`src/rtl/cpu_pipe_pkg.sv`:
```
// -----------------------------------------------------------------------------
// cpu_pipe_pkg
// Shared types and constants for the MEM/WB end of the 5-stage CPU pipeline.
//   DATA_W      : datapath and data-memory word width
//   REG_AW      : register-number width
//   mem_state_e : data-memory access FSM state (IDLE, ACCESS)
//   mem_stage_t : MEM pipeline register contents
//   wb_stage_t  : WB pipeline register contents
// -----------------------------------------------------------------------------
package cpu_pipe_pkg;

  localparam int DATA_W = 32;
  localparam int REG_AW = 5;

  typedef enum logic {
    IDLE   = 1'b0,
    ACCESS = 1'b1
  } mem_state_e;

  typedef struct packed {
    logic              valid;
    logic [DATA_W-1:0] alu;
    logic [DATA_W-1:0] sdata;
    logic [REG_AW-1:0] rw;
    logic              we;
    logic              mrd;
    logic              mwr;
  } mem_stage_t;

  typedef struct packed {
    logic              valid;
    logic [DATA_W-1:0] data;
    logic [REG_AW-1:0] rw;
    logic              we;
  } wb_stage_t;

endpackage

```
`src/rtl/mem_wb_stage.sv`:
```
// -----------------------------------------------------------------------------
// mem_wb_stage
// MEM and WB pipeline registers. Takes retired EX results, performs the
// data-memory access over a req/ack handshake (stalling EX while waiting) and
// drives the stage-4 and stage-5 forwarding triples. Stage 5 is also the
// register-file write port.
//
// Ports
//   clk, rst            : rising-edge clock, asynchronous active-high reset
//   ex_*                : EX hand-over (ex_valid/ex_ready) and instruction fields
//   dm_*                : data-memory request/ack interface
//   data4/rw4/we4       : MEM-stage forwarding triple
//   data5/rw5/we5       : WB forwarding triple / register-file write
//   stall_cnt           : cycles with ex_valid & ~ex_ready (only with
//                         MEM_STALL_STATS_EN defined)
//   dbg_state           : current access FSM state (0 = IDLE, 1 = ACCESS)
//
// Handshakes
//   EX -> MEM : a transfer happens on a cycle with ex_valid & ex_ready.
//               ex_ready is combinational and rises in the same cycle the
//               instruction in MEM completes, so back-to-back flow is 1/cycle.
//   MEM -> DM : dm_req is held, with dm_wr/dm_addr/dm_wdata stable, until the
//               cycle dm_ack is seen; ack may arrive in the request cycle.
//               dm_ack while dm_req is low has no effect.
//
// Configuration macro: MEM_STALL_STATS_EN adds the stall_cnt output/counter.
// -----------------------------------------------------------------------------
module mem_wb_stage
  import cpu_pipe_pkg::*;
(
  input  logic              clk,
  input  logic              rst,
  input  logic              ex_valid,
  output logic              ex_ready,
  input  logic [DATA_W-1:0] ex_alu,
  input  logic [DATA_W-1:0] ex_sdata,
  input  logic [REG_AW-1:0] ex_rw,
  input  logic              ex_we,
  input  logic              ex_mrd,
  input  logic              ex_mwr,
  output logic              dm_req,
  output logic              dm_wr,
  output logic [DATA_W-1:0] dm_addr,
  output logic [DATA_W-1:0] dm_wdata,
  input  logic              dm_ack,
  input  logic [DATA_W-1:0] dm_rdata,
  output logic [DATA_W-1:0] data4,
  output logic [DATA_W-1:0] rw4,
  output logic              we4,
  output logic [DATA_W-1:0] data5,
  output logic [DATA_W-1:0] rw5,
  output logic              we5,
`ifdef MEM_STALL_STATS_EN
  output logic [31:0]       stall_cnt,
`endif
  output logic              dbg_state
);

  mem_stage_t r_mem;
  wb_stage_t  r_wb;
  mem_state_e r_state;
  mem_state_e w_state_next;

  logic w_memop;
  logic w_complete;
  logic w_load;

  // A memory op completes only on ack; anything else completes the cycle
  // it sits in MEM.
  assign w_memop    = r_mem.valid & (r_mem.mrd | r_mem.mwr);
  assign w_complete = r_mem.valid & (~w_memop | dm_ack);
  assign ex_ready   = ~r_mem.valid | w_complete;
  assign w_load     = ex_valid & ex_ready;

  // MEM register
  always_ff @(posedge clk or posedge rst) begin
    if (rst) begin
      r_mem <= '0;
    end else if (w_load) begin
      r_mem.valid <= 1'b1;
      r_mem.alu   <= ex_alu;
      r_mem.sdata <= ex_sdata;
      r_mem.rw    <= ex_rw;
      r_mem.we    <= ex_we;
      r_mem.mrd   <= ex_mrd;
      r_mem.mwr   <= ex_mwr;
    end else if (w_complete) begin
      r_mem.valid <= 1'b0;
    end
  end

  // WB register: a cycle without completion leaves a bubble behind.
  always_ff @(posedge clk or posedge rst) begin
    if (rst) begin
      r_wb <= '0;
    end else begin
      r_wb.valid <= w_complete;
      if (w_complete) begin
        r_wb.rw   <= r_mem.rw;
        r_wb.we   <= r_mem.we;
        r_wb.data <= r_mem.mrd ? dm_rdata : r_mem.alu;
      end
    end
  end

  // Access FSM: tracks whether a request is waiting. The request itself is
  // derived from memop, so reset drops dm_req immediately and a late ack
  // finds no request to complete.
  always_ff @(posedge clk or posedge rst) begin
    if (rst) begin
      r_state <= IDLE;
    end else begin
      r_state <= w_state_next;
    end
  end

  always_comb begin
    w_state_next = r_state;
    case (r_state)
      IDLE:    if (dm_req && !dm_ack) w_state_next = ACCESS;
      ACCESS:  if (dm_ack)            w_state_next = IDLE;
      default: w_state_next = IDLE;
    endcase
  end

  assign dbg_state = r_state;

  // Memory interface: all fields come straight from the MEM register, so
  // they cannot change while the request is held.
  assign dm_req   = w_memop;
  assign dm_wr    = r_mem.valid & r_mem.mwr;
  assign dm_addr  = r_mem.alu;
  assign dm_wdata = r_mem.sdata;

  // Forwarding. A load in MEM only holds its address, so it never forwards.
  assign data4 = r_mem.alu;
  assign rw4   = {{(DATA_W-REG_AW){1'b0}}, r_mem.rw};
  assign we4   = r_mem.valid & r_mem.we & ~r_mem.mrd;
  assign data5 = r_wb.data;
  assign rw5   = {{(DATA_W-REG_AW){1'b0}}, r_wb.rw};
  assign we5   = r_wb.valid & r_wb.we;

`ifdef MEM_STALL_STATS_EN
  logic [31:0] r_stall_cnt;

  // Free-running; wraps naturally at 2^32.
  always_ff @(posedge clk or posedge rst) begin
    if (rst) begin
      r_stall_cnt <= '0;
    end else if (ex_valid && !ex_ready) begin
      r_stall_cnt <= r_stall_cnt + 32'd1;
    end
  end

  assign stall_cnt = r_stall_cnt;
`endif

endmodule
```
`config.mk`:
```
export PLATFORM = sky130hd
export DESIGN_NAME = mem_wb_stage
export DESIGN_NICKNAME = d
export VERILOG_FILES = /design/src/rtl/cpu_pipe_pkg.sv /design/src/rtl/mem_wb_stage.sv
export SDC_FILE = /design/constraint.sdc
export NUM_CORES = 1
export LEC_CHECK = 0
export CORE_ASPECT_RATIO = 1.25
export CORE_MARGIN = 4
export CORE_UTILIZATION = 31
export CTS_BUF_LIST = sky130_fd_sc_hd__clkbuf_4 sky130_fd_sc_hd__clkbuf_8
export DETAILED_ROUTE_END_ITERATION = 12
export PLACE_DENSITY = 0.73
export REMOVE_ABC_BUFFERS = 1
export SETUP_SLACK_MARGIN = 0.5
export SKIP_LAST_GASP = 1
export SYNTH_ARGS = -nofsm -noshare
export SYNTH_HDL_FRONTEND = slang
export SYNTH_SLANG_ARGS = --single-unit
```
`constraint.sdc`:
```
create_clock -name clk -period 5.7 [get_ports clk]
set_input_delay 0.855 -clock clk [delete_from_list [all_inputs] [get_ports clk]]
set_output_delay 0.855 -clock clk [all_outputs]
set_load 0.05 [all_outputs]
```
==> impl_results.md, run 1 <==
- Synth Area in Compound Gates: 6.56%
- DRT Pass-1 Iters: 4
- Area share of fa/ha/maj cells after synthesis: 0%
- Yosys warns: 0
- Worst Hold Class: register to register
- Largest family of logic cells by synthesized area: buffers and inverters
- Nets: 739
- CTS Buf Count: 17
- Final HPWL DP: 10400 um
- CP startpoint: r_mem[72]
- Setup crit end kind: output port
- First-pass GRT wire length: 22500 um
- TNS Setup: 0 ns
- I/O pin count: 306
- Share of cells above drive strength 1: just over 8%
- Drt wl/cell: 16.1 um
- Total vias in the final route: 3803
- Number of global-route vias before repair: 3958
- Top sig layer: met4
- Register area share after synthesis: 46.6%
- Hold Crit Start: dm_wdata[11]
- Area leader, netlist: dfrtp_1
- Post-Synth XOR/XNOR Area: 0%
- Pin count of the biggest net entering global routing: between 70 and 80
- Maxcap violations: 0
- Routed wl met3: 1200 um
- Leading post-synthesis cells by cell area: dfrtp_1 (47%), buf_4 (25%), mux2_1 (13%)
- Simple-gate portion of the synthesized area: 0.722%
- Fin area: roughly 8000 um^2
- Multiplexer share of the synthesized area: 19.8%
- Final WL: 14500 um
- Final RePlAce weighted congestion: 0.709
- Worst-Skew Late Latency: 0.42 ns
- Setup Viol. Count Final: 0
- Initial Util: about a third
- Clock root cell: clkbuf_8
- Fin crit period: approximately 3.5 ns
- Synth top area share: ~47%
- CP Data Arrival Time: 2.67 ns
- Mean post-synth cell area: ~12 um^2
- Relative slew slack: 41.3%
- RSZ-0062 raised after global routing: no
- Die ar.: 21900 um^2
- P_leak: 3.35 nW
- Post-CTS sizing: 0
- GRT Total Usage: between 10% and 20%
- Gr ovfl total: 0
- Max-slew violations: 0
- Vias/cell: 4.21
- Clock sink count: 113
- Row cnt: 56
- PD cells: between 400 and 500 nW/um^2
- H-tree depth: 4
- Post-DRT Antenna Nets: 0
- TritonCTS clock tree: yes
- 1st-iter DRT viols: 130
- Peak Freq: about 280 MHz
- VDD IR-drop max: between 0.15 and 0.2 mV
- DP Area: 7580 um^2
- Area delta synth->final: 32.3%
- Hold Vio Cnt, Final: 0
- PortBufs: 251
- Tightest Pin Transition: 0.881 ns
- Clock Pin Slew Worst Setup and Hold Paths: 0.07 ns
- Worst flop-to-flop path startpoint: r_mem[1]
- CP Launch Type: register
- Status: finished, final reports clean
- Kind of critical path: register to output port
- Syn Std Cell Area: 6060 um^2
- Crit-path max FO: 36
- Antenna Cells: 0
- Placeable Area: 19000 um^2
- Yosys reg bits: 113
- Die W: 133 um
- Initial antenna violation count: 0
- Longest Clk Path Bufs: 2
- Cells after Synth: 521
- Wl on met1: 5150 um
- Max Clock Skew: roughly 0.014 ns
- Period utilization: between 60% and 70%
- Cts hold-fix bufs: 0
- Die height: 164 um
- Post-CTS setup buffers: 0
- DR WL met2: 8040 um
- Number of remaining DRC errors: 0
- CP required: 4.85 ns
- Distinct cells, synth: 21
-- state kept, by name (all words and copies together) (netlist names) --
name,cells
r_mem,4
dm_wdata,32
r_wb,2
rw4,5
rw5,5
data4,32
data5,32
dbg_state,1
-- per-stage QoR --
| step | hold slack [ns] | worst slack [ns] | instances | power [W] | utilization (%) |
|---|---|---|---|---|---|
| after floorplan | 0.471 | 1.45 | 356 | 0.00214 | - |
| after global placement | 0.472 | 2.41 | 873 | 0.00273 | 39.9 |
| after detailed placement | 0.480 | 2.40 | 873 | 0.00275 | 39.9 |
| after CTS | 0.497 | 2.12 | 904 | 0.00362 | 42.2 |
| after global routing | 0.508 | 1.92 | 904 | 0.00373 | 42.2 |
| final | 0.492 | 2.17 | 904 | 0.00356 | 42.2 |
-- logic make-up (layout without fill, tap and decap cells) --
logic type,after synthesis,count (layout)
buffers and inverters,221,290
AOI/OAI and AO/OA,67,67
DFF,113,113
and+or+nand+nor,9,9
muxes,110,110
other,1,54
-- cell usage after synthesis (all sizes together) --
cell and instances:
a21oi 32, clkbuf 7, mux2 78, o21bai 1
conb 1, nand2 2, nor2 3, inv 3
mux2i 32, a31oi 32, o21ba 1, and2 2
nand2b 1, buf 211, dfrtp 113, or2 1
o21ai 1
-- layer usage --
| layer | GRT usage (%) | up-vias |
|---|---|---|
| li1 | - | 1741 |
| met1 | 14.4 | 1866 |
| met2 | 24.4 | 185 |
| met3 | 4.78 | 11 |
| met4 | 3.97 | 0 |
| met5 | 0 | - |
-- path summary, 6_finish.rpt --
path,endpoint,slack [ns],cells after the start
min in group asynchronous,data5[23],0.97,2
max,we4,2.17,4
max in group asynchronous,data4[4],3.58,3
min,dm_wdata[11],0.49,1
max reg2reg,dm_wdata[18],3.29,5
min reg2reg,dm_wdata[11],0.49,1
-- critical path, stage by stage (launching register included) --
cell and delay, ns:
dfrtp_2 0.77, buf_4 0.46, nand2_1 0.08, nor2_1 0.09, clkdlybuf4s50_1 0.83
-- cells in the final DEF (no fill, tap or decap) --
master	n
a21oi_1	32
a31oi_1	32
and2_1	2
buf_12	1
buf_4	4
bufinv_16	4
clkbuf_4	2
clkbuf_8	19
clkdlybuf4s50_1	251
clkinv_2	3
clkinv_4	1
clkinvlp_4	2
conb_1	54
dfrtp_1	111
dfrtp_2	2
inv_1	1
inv_2	1
inv_4	1
mux2_1	70
mux2_2	8
mux2i_1	32
nand2_1	2
nand2b_1	1
nor2_1	3
o21ai_4	1
o21ba_2	1
o21bai_4	1
or2_2	1
-- power by group --
part / switching [W] / internal [W]
Clock: 0.000331 / 0.000506
Sequential: 0.000130 / 0.000971
Combinational: 0.00108 / 0.000542
-- cell type report --
| class | count | area (um^2) |
|---|---|---|
| multi-input combinational | 240 | 1850 |
| clock buffer | 21 | 277 |
| clock inverter | 10 | 159 |
| sequential | 113 | 2830 |
| timing repair buffer | 256 | 2560 |
| fill | 1817 | 11000 |
| tap | 261 | 327 |
| inverter | 3 | 13.8 |
Power figures use the tool's default switching activity.
==> run 2, diff against run 1 <==
--- a/config.mk
+++ b/config.mk
@@ -10,7 +10,7 @@
 export CORE_UTILIZATION = 31
 export CTS_BUF_LIST = sky130_fd_sc_hd__clkbuf_4 sky130_fd_sc_hd__clkbuf_8
 export DETAILED_ROUTE_END_ITERATION = 12
-export PLACE_DENSITY = 0.73
+export PLACE_DENSITY = 0.75
 export REMOVE_ABC_BUFFERS = 1
 export SETUP_SLACK_MARGIN = 0.5
 export SKIP_LAST_GASP = 1
==> constraint.sdc (replaced) <==
create_clock -name clk -period 3 [get_ports clk]
set_input_delay 0.45 -clock clk [delete_from_list [all_inputs] [get_ports clk]]
set_output_delay 0.45 -clock clk [all_outputs]
set_load 0.05 [all_outputs]
==> impl_results.md, run 2 (synthesized netlist as in run 1, its figures left out) <==
- H-tree depth: 4 (unchanged)
- Post-DRT Antenna Nets: 0 (unchanged)
- Setup crit end kind: output port
- Period utilization: about four fifths
- Max Clock Skew: 0.00808 ns (-0.00623 ns)
- Pin count of the biggest net entering global routing: 60 (-18%)
- First-pass GRT wire length: 22700 um (+0.68%)
- Clock sink count: 113 (unchanged)
- Crit-path cells: nor2_1 > clkdlybuf4s50_1
- Die W: 133 um (unchanged)
- Nets: 743 (+0.54%)
- CP max stage cell: clkdlybuf4s50_1
- Setup Viol. Count Final: 0 (unchanged)
- DRT Pass-1 Iters: 4 (unchanged)
- Fin crit period: 2.38 ns
- Longest Clk Path Bufs: 2 (unchanged)
- Crit-path max FO: 4 (-89%)
- Initial Util: 31.9% (unchanged)
- Number of remaining DRC errors: 0 (unchanged)
- TNS Setup: 0 ns (unchanged)
- PD cells: 818 nW/um^2 (+84%)
- GRT Total Usage: 13.4% (+0.10 points)
- Number of global-route vias before repair: 4093 (+3.4%)
- Peak Freq: 419 MHz
- Total vias in the final route: 3853 (+1.3%)
- Post-CTS setup buffers: 0 (unchanged)
- CP Launch Type: register
- PortBufs: 251 (unchanged)
- Initial antenna violation count: 0 (unchanged)
- Post-CTS sizing: 2 (+2)
- Vias/cell: 4.24 (+0.76%)
- CTS Buf Count: 17 (unchanged)
- Kind of critical path: register to output port
- CP Data Arrival Time: 1.93 ns (-0.74 ns)
- Row cnt: 56 (unchanged)
- P_leak: 3.35 nW (about the same)
- Gr ovfl total: 0 (unchanged)
- Tightest Pin Transition: 0.626 ns (-0.256 ns)
- Final RePlAce weighted congestion: 0.703 (-0.78%)
- FF-to-FF path depth: 5 (unchanged)
- 1st-iter DRT viols: 99 (-24%)
- Cts hold-fix bufs: 0 (unchanged)
- Antenna Cells: 0 (unchanged)
- RSZ-0062 raised after global routing: no
- Hold Vio Cnt, Final: 0 (unchanged)
- Drt wl/cell: 16.1 um (+0.35%)
- VDD IR-drop max: 0.336 mV (+87%)
- Share of cells above drive strength 1: 9.10% (+1.0 points)
- Final core occ: 42.1% (-0.16 points)
- Clock root cell: clkbuf_8
- CP peak stage delay: 0.88 ns (+0.05 ns)
- Max-slew violations: 0 (unchanged)
- Maxcap violations: 0 (unchanged)
- Worst-Skew Late Latency: 0.42 ns (about the same)
- Worst reg2reg path endpoint: dm_wdata[29]
- Die ar.: 21900 um^2 (unchanged)
- Worst flop-to-flop path startpoint: r_mem[72]
- Placeable Area: 19000 um^2 (unchanged)
- Status: finished, final reports clean
- Area delta synth->final: 31.8%
- I/O pin count: 306 (unchanged)
- Final HPWL DP: 10600 um (+2.0%)
- Slack of the worst reg-to-reg path: 1.04 ns (-2.25 ns)
- Worst Hold Class: primary input to async pin
- Die height: 164 um (unchanged)
- Final WL: 14700 um (+0.90%)
- Relative slew slack: 58.3% (+17 points)
- Commonest cells after routing, fill and taps aside: clkdlybuf4s50_1 (248), dfrtp_1 (111), mux2_1 (70)
- Most common cell after layout, fill and taps aside: clkdlybuf4s50_1
- TritonCTS clock tree: yes
- CP required: 2.55 ns (-2.30 ns)
- Clock Pin Slew Worst Setup and Hold Paths: 0.07 ns (about the same)
## run 2: layer usage
layer | wire length [um] | track usage, %
met5 | 0 | 0
met4 | 268 | 4.40
met1 | 5340 | 14.6
met3 | 1540 | 5.58
met2 | 7500 | 23.7
## run 2: through the flow
| step | instances | hold WS, ns | total power (W) | setup slack, ns | cell area [um^2] |
|---|---|---|---|---|---|
| after floorplan | 356 | 0.471 | 0.00407 | -1.25 | 4680 |
| after global placement | 877 | 0.472 | 0.00521 | 0.785 | 7620 |
| after detailed placement | 877 | 0.481 | 0.00524 | 0.730 | 7620 |
| after CTS | 909 | 0.421 | 0.00664 | 0.569 | 7990 |
| after global routing | 909 | 0.454 | 0.00686 | 0.549 | 7990 |
| final | 909 | 0.423 | 0.00653 | 0.615 | 7990 |
## run 2: worst max path at each step
stage	start	end	slack, ns
6_report	r_mem[1]	we4	0.62
5_1_grt	r_mem[1]	we4	0.55
4_1_cts	r_mem[1]	we4	0.57
3_5_place_dp	dm_ack	data4[31]	0.73
3_3_place_gp	dm_ack	rw4[0]	0.79
2_1_floorplan	r_mem[1]	data4[29]	-1.25
## run 2: critical path, delay by kind of cell (launching register included)
| family | cells | cell delay, ns |
|---|---|---|
| and+or+nand+nor | 1 | 0.16 |
| DFF | 1 | 0.47 |
| buffers and inverters | 1 | 0.88 |
## run 2: area by class of cell
cell class	instances	area, um^2
clock buffer	22	284
clock inverter	10	86.3
fill	1819	11000
inverter	3	13.8
multi-input combinational	240	1850
sequential	113	2830
tap	261	327
timing repair buffer	260	2600
## run 2: where the power goes
part / total (W) / switching, W / internal [W]
logic: 0.00311 / 0.00207 / 0.00103
clock network: 0.00136 / 0.000640 / 0.000719
registers: 0.00207 / 0.000223 / 0.00185
total: 0.00653 / 0.00293 / 0.00360
